===== src/rtl/uart_pkg.sv =====
// Shared definitions for the configurable UART: parity modes, transmitter
// state encoding and the frame-length helper.
package uart_pkg;

    localparam int PARITY_NONE = 0;
    localparam int PARITY_ODD  = 1;
    localparam int PARITY_EVEN = 2;

    typedef enum logic [2:0] {
        IDLE  = 3'd0,
        START = 3'd1,
        DATA  = 3'd2,
        PAR   = 3'd3,
        STOP  = 3'd4
    } uart_state_e;

    // Total bit periods in one frame: start + payload + optional parity + stops.
    function automatic int frame_bits(input int data_bits, input int parity, input int stop_bits);
        return 1 + data_bits + ((parity != PARITY_NONE) ? 1 : 0) + stop_bits;
    endfunction

endpackage


===== src/rtl/uart_tx_cfg_if.sv =====
// Producer-side handshake of the UART transmitter: en/data in, busy/done back,
// plus the serial line itself.
interface uart_tx_cfg_if #(
    parameter int DATA_BITS = 8
);
    logic                 en;
    logic [DATA_BITS-1:0] data;
    logic                 busy;
    logic                 done;
    logic                 uart_tx;

    modport master (
        output en,
        output data,
        input  busy,
        input  done,
        input  uart_tx
    );

    modport slave (
        input  en,
        input  data,
        output busy,
        output done,
        output uart_tx
    );
endinterface


===== src/rtl/uart_baud_tick.sv =====
// Bit-period divider: counts 0..CLK_DIV-1 and flags the last clock of each
// period. Shared with the receiver, which uses clear to phase-align on a start edge.
module uart_baud_tick #(
    parameter int CLK_DIV = 16
) (
    input  logic clk,
    input  logic rst_n,
    input  logic clear,
    output logic tick
);
    localparam int CW = (CLK_DIV > 1) ? $clog2(CLK_DIV) : 1;

    logic [CW-1:0] cnt_q, cnt_d;

    assign tick = (cnt_q == CW'(CLK_DIV - 1));

    always_comb begin
        cnt_d = cnt_q + CW'(1);
        if (clear || tick) begin
            cnt_d = '0;
        end
    end

    always_ff @(posedge clk or negedge rst_n) begin
        if (!rst_n) begin
            cnt_q <= '0;
        end else begin
            cnt_q <= cnt_d;
        end
    end

    if (CLK_DIV < 2) begin : g_bad_div
        $error("uart_baud_tick: CLK_DIV must be >= 2");
    end
endmodule


===== src/rtl/uart_tx_cfg.sv =====
// Parametrised UART transmitter on the system clock: start, DATA_BITS LSB-first,
// optional parity, STOP_BITS stops, with an en/busy handshake and a done pulse.
module uart_tx_cfg
    import uart_pkg::*;
#(
    parameter int CLK_DIV   = 16,
    parameter int DATA_BITS = 8,
    parameter int PARITY    = 0,
    parameter int STOP_BITS = 1
) (
    input  logic           clk,
    input  logic           rst_n,
    uart_tx_cfg_if.slave   tx_if
);
    uart_state_e          state_q;
    logic [DATA_BITS-1:0] shreg_q;
    logic                 par_q;
    logic [3:0]           bit_cnt_q;
    logic                 tx_q;
    logic                 busy_q;
    logic                 done_q;

    logic accept;
    logic tick;
    logic par_d;

    assign accept = (state_q == IDLE) && tx_if.en;
    assign par_d  = (PARITY == PARITY_EVEN) ? (^tx_if.data) : ~(^tx_if.data);

    uart_baud_tick #(
        .CLK_DIV (CLK_DIV)
    ) u_baud (
        .clk   (clk),
        .rst_n (rst_n),
        .clear (accept),
        .tick  (tick)
    );

    always_ff @(posedge clk or negedge rst_n) begin
        if (!rst_n) begin
            state_q   <= IDLE;
            shreg_q   <= '0;
            par_q     <= 1'b0;
            bit_cnt_q <= '0;
            tx_q      <= 1'b1;
            busy_q    <= 1'b0;
            done_q    <= 1'b0;
        end else begin
            done_q <= 1'b0;
            case (state_q)
                IDLE: begin
                    if (tx_if.en) begin
                        shreg_q   <= tx_if.data;
                        par_q     <= par_d;
                        bit_cnt_q <= '0;
                        tx_q      <= 1'b0;
                        busy_q    <= 1'b1;
                        state_q   <= START;
                    end
                end
                START: begin
                    if (tick) begin
                        tx_q      <= shreg_q[0];
                        shreg_q   <= shreg_q >> 1;
                        bit_cnt_q <= '0;
                        state_q   <= DATA;
                    end
                end
                DATA: begin
                    if (tick) begin
                        if (bit_cnt_q == 4'(DATA_BITS - 1)) begin
                            bit_cnt_q <= '0;
                            if (PARITY != PARITY_NONE) begin
                                tx_q    <= par_q;
                                state_q <= PAR;
                            end else begin
                                tx_q    <= 1'b1;
                                state_q <= STOP;
                            end
                        end else begin
                            tx_q      <= shreg_q[0];
                            shreg_q   <= shreg_q >> 1;
                            bit_cnt_q <= bit_cnt_q + 4'd1;
                        end
                    end
                end
                PAR: begin
                    if (tick) begin
                        tx_q      <= 1'b1;
                        bit_cnt_q <= '0;
                        state_q   <= STOP;
                    end
                end
                STOP: begin
                    // bit_cnt_q is reused to count stop bits
                    if (tick) begin
                        if (bit_cnt_q == 4'(STOP_BITS - 1)) begin
                            busy_q  <= 1'b0;
                            done_q  <= 1'b1;
                            state_q <= IDLE;
                        end else begin
                            bit_cnt_q <= bit_cnt_q + 4'd1;
                        end
                    end
                end
                default: begin
                    tx_q    <= 1'b1;
                    busy_q  <= 1'b0;
                    state_q <= IDLE;
                end
            endcase
        end
    end

    assign tx_if.busy    = busy_q;
    assign tx_if.done    = done_q;
    assign tx_if.uart_tx = tx_q;

    if (CLK_DIV < 2) begin : g_bad_div
        $error("uart_tx_cfg: CLK_DIV must be >= 2");
    end
    if (DATA_BITS < 5 || DATA_BITS > 9) begin : g_bad_data
        $error("uart_tx_cfg: DATA_BITS must be 5..9");
    end
    if (PARITY < 0 || PARITY > 2) begin : g_bad_par
        $error("uart_tx_cfg: PARITY must be 0, 1 or 2");
    end
    if (STOP_BITS < 1 || STOP_BITS > 2) begin : g_bad_stop
        $error("uart_tx_cfg: STOP_BITS must be 1 or 2");
    end
endmodule


===== src/flat_wrapper.sv =====
// flat-port wrapper written by rule: the top's interface ports become plain ports
module uart_tx_cfg_flat import uart_pkg::*;
#(
    parameter int CLK_DIV   = 16,
    parameter int DATA_BITS = 8,
    parameter int PARITY    = 0,
    parameter int STOP_BITS = 1
)
  (clk, rst_n, tx_if_en, tx_if_data, tx_if_busy, tx_if_done, tx_if_uart_tx);
  uart_tx_cfg_if #(.DATA_BITS(DATA_BITS)) tx_if_i ();
  input  logic clk;
  input  logic rst_n;
  input wire logic [$bits(tx_if_i.en)-1:0] tx_if_en;
  input wire logic [$bits(tx_if_i.data)-1:0] tx_if_data;
  output wire logic [$bits(tx_if_i.busy)-1:0] tx_if_busy;
  output wire logic [$bits(tx_if_i.done)-1:0] tx_if_done;
  output wire logic [$bits(tx_if_i.uart_tx)-1:0] tx_if_uart_tx;
  assign tx_if_i.en = tx_if_en;
  assign tx_if_i.data = tx_if_data;
  assign tx_if_busy = tx_if_i.busy;
  assign tx_if_done = tx_if_i.done;
  assign tx_if_uart_tx = tx_if_i.uart_tx;
  uart_tx_cfg #(.CLK_DIV(CLK_DIV), .DATA_BITS(DATA_BITS), .PARITY(PARITY), .STOP_BITS(STOP_BITS)) u_core (.clk(clk), .rst_n(rst_n), .tx_if(tx_if_i));
endmodule

===== config.mk =====
export PLATFORM = sky130hd
export DESIGN_NAME = uart_tx_cfg_flat
export DESIGN_NICKNAME = d
export VERILOG_FILES = /design/src/rtl/uart_pkg.sv /design/src/rtl/uart_tx_cfg_if.sv /design/src/rtl/uart_baud_tick.sv /design/src/rtl/uart_tx_cfg.sv /design/src/flat_wrapper.sv
export SDC_FILE = /design/constraint.sdc
export NUM_CORES = 1
export LEC_CHECK = 0
export ABC_AREA = 0
export BUFFER_PORTS_ARGS = -buffer_cell sky130_fd_sc_hd__buf_2
export CAP_MARGIN = 20
export CELL_PAD_IN_SITES_DETAIL_PLACEMENT = 1
export CELL_PAD_IN_SITES_GLOBAL_PLACEMENT = 1
export CORE_ASPECT_RATIO = 1.4
export CORE_MARGIN = 2
export CORE_UTILIZATION = 42
export DETAILED_ROUTE_END_ITERATION = 12
export PLACE_DENSITY_LB_ADDON = 0.1
export SLEW_MARGIN = 20
export SYNTH_ARGS = -nofsm -noshare
export SYNTH_HDL_FRONTEND = slang
export SYNTH_HIERARCHICAL = 1
export SYNTH_SLANG_ARGS = --single-unit

===== constraint.sdc =====
create_clock -name clk -period 1.8 [get_ports clk]
set_clock_uncertainty 0.1 [all_clocks]
set_input_delay 0.36 -clock clk [delete_from_list [all_inputs] [get_ports clk]]
set_output_delay 0.36 -clock clk [all_outputs]
set_load 0.1 [all_outputs]

==> results of run 1 <==
[layout by cell type (no fill, tap or decap), drive strengths merged, types with 2 or more instances in the layout]
cell and n:
a21o 3, a21oi 4, a31oi 4, and3 2
buf 36, clkbuf 3, dfrtp 21, ha 3
inv 3, mux2 16, nand2 4, nand2b 2
nand3 4, nand3b 4, nand4b 2, nor2 7
nor3b 2, o21ai 5, xnor2 2
[registers in the layout, indices dropped and copies added, names as in the netlist]
signal	cells
u_core/state_q	3
u_core/u_baud/cnt_q	4
u_core/bit_cnt_q	4
u_core/shreg_q	8
u_core/tx_if.busy	1
u_core/tx_if.done	1
u_core/tx_if.uart_tx	1
[layout make-up]
class / instances / area share [%]
inverters: 3 / 0.6494
multi-input cells: 78 / 44.08
flip-flops and latches: 22 / 32.03
well taps: 37 / 2.670
clock inverters: 1 / 1.732
repair buffers: 37 / 16.45
clock buffers: 3 / 2.381
[power groups by stage]
stage | Sequential (mW) | Clock [mW] | Combinational (mW)
2_1_floorplan | 0.929 | 0 | 0.856
3_3_place_gp | 0.853 | 0 | 1.22
3_5_place_dp | 0.882 | 0 | 1.29
4_1_cts | 0.872 | 0.485 | 1.51
5_1_grt | 0.912 | 0.508 | 1.69
6_report | 0.890 | 0.472 | 1.58
[worst register-to-register path, stage by stage, from the launching register on]
cell	delay [ns]
dfrtp_1	0.37
ha_2	0.19
and3_4	0.27
nand3b_4	0.11
a31oi_4	0.22
buf_12	0.16
mux2_4	0.31
[worst min path at each step]
| stage | start | to | slack (ns) | cells past startpoint |
|---|---|---|---|---|
| 3_3_place_gp | rst_n | u_core/shreg_q[7] | 0.25 | 1 |
| 4_1_cts | tx_if_data[0] | u_core/shreg_q[0] | 0.32 | 3 |
| 2_1_floorplan | rst_n | u_core/bit_cnt_q[0] | -0.04 | 0 |
| 6_report | tx_if_data[2] | u_core/shreg_q[2] | 0.34 | 3 |
| 5_1_grt | tx_if_data[2] | u_core/shreg_q[2] | 0.35 | 3 |
| 3_5_place_dp | rst_n | u_core/shreg_q[6] | 0.26 | 1 |
[per-stage QoR]
stage | TNS [ns] | hold WS, ns | util, %
floorplan | -0.6449 | -0.03559 | -
global placement | -0.2391 | 0.2516 | 52.09
detailed placement | -0.6185 | 0.2637 | 52.09
CTS | -0.3349 | 0.3202 | 58.03
global route | -0.9623 | 0.3461 | 59.66
finish | -0.3713 | 0.3448 | 59.66
[what timing repair did]
item                       4_1_cts  5_1_grt
hold endpoints to repair        21        0
hold buffers                     1        0
setup buffers                    4        4
pin swaps                        4        6
setup endpoints to repair       11       12
gates resized for setup         10        7
[logic make-up after synthesis]
logic type / Yosys count / synth area share [%]
buffers and inverters: 7 / 3.568
and+or+nand+nor: 34 / 19.86
AOI/OAI and AO/OA: 22 / 13.69
adders and majority gates: 3 / 2.893
muxes: 17 / 14.66
DFF: 22 / 42.53
xor gates and xnor gates: 2 / 2.797
[per-layer routing]
metal,part of all wire (%),global-route usage (%)
met2,57,41.85
met3,2.4,4.095
met4,0.99,8.108
met1,39,25.24
met5,0,0
==> results.yml, run 1 <==
place:
  dp_worst_setup_slack_ns: -0.08600
  place_inst: 168
  place.port_buffers: 13
  place_hpwl_mm: 2.340
  post_dp_cell_area_um2: 1514
  gp_congestion: 0.7435
grt:
  first_global_vias: 1118
  grt_pass1_wl_mm: 5.844
  gr-total-overflow: 0
  grtUsageTotal_pct: 22.81
  antenna_found_initial: 0
  grt_max_degree: 23
run_status:
  violations: "negative setup slack"
  outcome: "finished with violations"
logic_synthesis:
  ys_async_sr_fraction_pct: 100.0
  synth.top_cell.area_share_pct: 40.50
  yosys-top-cells-area: "dfrtp_1 (41%), mux2_2 (7.8%), mux2_1 (6.1%)"
  yosys-top-cells-count: "dfrtp_1 (21), mux2_2 (9), mux2_1 (7), nor2_1 (5), o21ai_0 (5)"
  avgSynthCellArea_um2: 12.13
  syn_nets: 121
  yosysTopAreaCell: "dfrtp_1"
  synth-seq-area-share_pct: 42.53
  syn-instance-count: 107
  synth_edf_count: 0
  synth_most_common_cell: "dfrtp_1"
  ys_seq_elements: 22
  ys_warn_count: 6
  ys.flop_type: "dfrtp_1"
  syn_area_um2: 1297
  ys_types: 43
final_layout:
  fin_cells: 181
  nFillCells: 307
  drive_gt1_share_pct: 51.39
  final_cell_area_um2: 1734
  multiInputGateArea_um2: 764.5
  n_antenna_cell: 0
  nNetsFinal: 159
  regArea_um2: 555.5
  syn_to_final_growth_pct: 33.65
critical_path:
  rrSetupSlack_ns: -0.06
  r2r_start: "u_core/u_baud/cnt_q[1]"
  endpoint_kind: "flop"
  reg2reg_to: "u_core/shreg_q[4]"
  worstPathRequired_ns: 1.86
  crit_type: "reg2reg"
  reg2regPathDepth: 6
  cp_data_arrival_time_ns: 1.92
  cp_max_fo: 8
  path_depth: 6
  slowest_delay_ns: 0.37
  slowest_stage: "dfrtp_1"
  cp_top_family: "simple AND/OR/NAND/NOR gates"
  crit_start: "u_core/u_baud/cnt_q[1]"
  cp-start-kind: "flop"
  critPathCapture: "u_core/shreg_q[4]"
  timing.critical_path.buf_inv: 1
  cp_cell_sequence: "ha_2, and3_4, nand3b_4, a31oi_4, buf_12, mux2_4"
pwr:
  power.share.clock_pct: 16.0
  finalPower_mw: 2.942
  comb_power_share_pct: 53.7
  ir_drop_mv: 0.8342
  switchingPower_mw: 1.079
  switching_share_pct: 36.66
  seq_power_share_pct: 30.3
  intPower_mw: 1.863
  leakagePower_nw: 0.7770
  powerDensity_nw_per_um2: 1696
clock_tree:
  cts-root-buf: "clkbuf_8"
  numCtsBuffers: 3
  clockBufferDepth: 2
  cts.clk_slew.worst_paths_ns: 0.08
  cts.sink_count: 22
  tritoncts: "done"
  cts_max_level: 1
  clk_latency_ns: 0.27
timing:
  worstMarginPinSlew_ns: 0.5083
  min_period_ns: 1.858
  relSlewSlack_pct: 66.11
  hold_viol: 0
  rsz0062_at_grt: "yes"
  setup_viol: 9
  finalWorstSetupSlack_ns: -0.05769
  slew_violations: 0
  fmax_ghz: 0.5383
  period_share_pct: 103.2
drt:
  ant_nets: 0
  dr.pass1.iters: 3
  wl_mm: 3.542
  avgViaCountPerCell: 5.414
  detail_route.wl_per_cell_um: 19.57
  drtIter0Drc: 28
  route.vias.total: 980
  drc_errors: 0
flow_run:
  drv_cap: 0
floorplan:
  placement_rows: 23
  chipWidth_um: 50.98
  core_um2: 2907
  num_io_pins: 14
  initial_core_util_pct: 44.64
  die_area_um2: 3556
  die_y_um: 69.77
hold_path:
  worstHoldPathType: "in2reg"
Power figures use the tool's default switching activity.
==> inputs of run 2 (changes only) <==
--- a/config.mk
+++ b/config.mk
@@ -8,11 +8,11 @@
 export ABC_AREA = 0
 export BUFFER_PORTS_ARGS = -buffer_cell sky130_fd_sc_hd__buf_2
 export CAP_MARGIN = 20
-export CELL_PAD_IN_SITES_DETAIL_PLACEMENT = 1
+export CELL_PAD_IN_SITES_DETAIL_PLACEMENT = 0
 export CELL_PAD_IN_SITES_GLOBAL_PLACEMENT = 1
 export CORE_ASPECT_RATIO = 1.4
 export CORE_MARGIN = 2
-export CORE_UTILIZATION = 42
+export CORE_UTILIZATION = 40
 export DETAILED_ROUTE_END_ITERATION = 12
 export PLACE_DENSITY_LB_ADDON = 0.1
 export SLEW_MARGIN = 20
==> run 2 against run 1 <==
  * The run now ends clean
  * Fmax grew 4.8%
  * Flip-flop and latch count is the same
  * Clock-buffer cell count grew 1
  * Hold slack lost 0.0014 ns
  * Global-route usage shrank 7.1 points
  * Largest cell class unchanged
  * Highest routed layer unchanged
  * Non-clock buffer count shrank 1
  * Setup slack gained 0.085 ns
  * Sequential share of layout area grew 0.51 points
==> results.yml, run 2 (synthesis results as in run 1) <==
critical_path:
  path_depth: 6
  timing.critical_path.buf_inv: 1
  crit_start: "u_core/u_baud/cnt_q[1]"
  endpoint_kind: "flop"
  slowest_delay_ns: 0.36
  cp-start-kind: "flop"
  worstPathRequired_ns: 1.85
  r2r_start: "u_core/u_baud/cnt_q[1]"
  cp_data_arrival_time_ns: 1.82
  slowest_stage: "dfrtp_1"
  cp_cell_sequence: "ha_2, and3_4, nand3b_4, a31oi_4, buf_12, mux2_4"
  crit_type: "reg2reg"
  reg2regPathDepth: 6
  cp_max_fo: 8
  cp_top_family: "flip-flops"
clock_tree:
  numCtsBuffers: 3
  tritoncts: "done"
  clk_latency_ns: 0.26
  cts-root-buf: "clkbuf_8"
  cts_max_level: 1
  clockBufferDepth: 2
  cts.sink_count: 22
  cts.clk_slew.worst_paths_ns: 0.08
timing:
  period_share_pct: 98.48
  setup_viol: 0
  relSlewSlack_pct: 67.21
  finalWorstSetupSlack_ns: 0.02727
  min_period_ns: 1.773
  slew_violations: 0
  fmax_ghz: 0.5641
  rsz0062_at_grt: "yes"
  hold_viol: 0
  worstMarginPinSlew_ns: 0.4918
floorplan:
  placement_rows: 24
  num_io_pins: 14
  die_y_um: 71.39
  die_area_um2: 3722
  chipWidth_um: 52.14
  core_um2: 3093
  initial_core_util_pct: 41.95
place:
  dp_worst_setup_slack_ns: -0.04163
  place.port_buffers: 13
  post_dp_cell_area_um2: 1556
  place_inst: 172
  place_hpwl_mm: 1.888
  gp_congestion: 0.6929
drt:
  drc_errors: 0
  route.vias.total: 942
  drtIter0Drc: 25
  dr.pass1.iters: 4
  avgViaCountPerCell: 5.176
  wl_mm: 2.561
  ant_nets: 0
  detail_route.wl_per_cell_um: 14.07
pwr:
  ir_drop_mv: 0.6608
  leakagePower_nw: 0.7500
  powerDensity_nw_per_um2: 1516
  power.share.clock_pct: 11.9
  intPower_mw: 1.648
  comb_power_share_pct: 55.5
  switchingPower_mw: 0.9217
  seq_power_share_pct: 32.6
  switching_share_pct: 35.86
grt:
  gr-total-overflow: 0
  first_global_vias: 972
  grtUsageTotal_pct: 15.74
  antenna_found_initial: 0
  grt_max_degree: 23
  grt_pass1_wl_mm: 4.353
final_layout:
  utilization_pct: 54.81
  largest_register_ffs: 8
  final_cell_mix: "dfrtp_1 (21), buf_4 (18), buf_2 (13)"
  syn_to_final_growth_pct: 30.67
  fin_cells: 182
  largest_registers: "u_core/shreg_q x8, u_core/bit_cnt_q x4, u_core/u_baud/cnt_q x4"
  n_antenna_cell: 0
  regMostFlops: "u_core/shreg_q"
  drive_gt1_share_pct: 44.76
  nNetsFinal: 158
  final_cell_area_um2: 1695
  layout_commonest_cell: "dfrtp_1"
hold_path:
  hold_depth: 3
  hp-start: "tx_if_data[4]"
  worstHoldPathType: "in2reg"
flow_run:
  drv_cap: 0
run_status:
  outcome: "completed"
-- run 2: changes by cell type in the layout (fill, tap and decap cells not counted) --
cell,before,now
dfrtp_2,3,0
buf_12,3,4
clkbuf_1,0,1
o31ai_1,0,1
mux2_4,11,8
mux2_1,4,7
dfrtp_1,18,21
bufinv_16,1,0
inv_1,2,3
buf_4,20,18
o31ai_2,1,0
inv_2,1,0
-- run 2: layout make-up --
cell class	instances	area, um^2
clock buffers	4	45.04
repair buffers	36	290.3
well taps	39	48.80
flip-flops and latches	22	551.8
multi-input cells	78	748.2
inverters	3	11.26
fillers	271	1398
-- run 2: timing repair --
action / CTS / global route
setup endpoints to repair: 9 / 11
resized for setup: 2 / 7
hold buffers: 1 / 0
pin swaps: 6 / 4
setup buffers: 4 / 1
endpoints found under the hold margin: 21 / 0
-- run 2: power by group through the flow --
stage	logic [mW]	clock network [mW]	registers, mW
floorplan	0.856	0	0.929
global placement	1.26	0	0.832
detailed placement	1.30	0	0.843
CTS	1.36	0.324	0.834
global route	1.56	0.344	0.865
finish	1.43	0.305	0.838
-- run 2: stage by stage --
| stage | TNS, ns | hold slack [ns] | power, mW |
|---|---|---|---|
| after floorplan | -0.6449 | -0.03559 | 1.785 |
| after global placement | 0 | 0.2524 | 2.097 |
| after detailed placement | -0.2765 | 0.2561 | 2.139 |
| after CTS | -0.006750 | 0.3331 | 2.517 |
| after global routing | -0.3467 | 0.3466 | 2.766 |
| final | 0 | 0.3434 | 2.570 |
-- run 2: worst min-delay path, delay by kind of cell --
family / cells / cell delay, ns
buffers and inverters: 1 / 0.07
muxes: 2 / 0.24
-- run 2: worst paths after layout --
check / to / slack (ns)
hold reg to reg: u_core/u_baud/cnt_q[3] / 0.40
hold / removal: u_core/shreg_q[4] / 0.34
min in group asynchronous: u_core/u_baud/cnt_q[2] / 0.49
setup / recovery: u_core/shreg_q[6] / 0.03
max in group asynchronous: u_core/tx_if.uart_tx / 0.75
setup reg to reg: u_core/shreg_q[6] / 0.03
-- run 2: metal layers --
| layer | up-vias | share of wire [%] | track usage (%) |
|---|---|---|---|
| li1 | 467 | - | - |
| met5 | - | 0 | 0 |
| met1 | 453 | 42 | 18.72 |
| met2 | 18 | 52 | 27.14 |
| met3 | 4 | 3.7 | 2.292 |
| met4 | 0 | 2.2 | 7.692 |
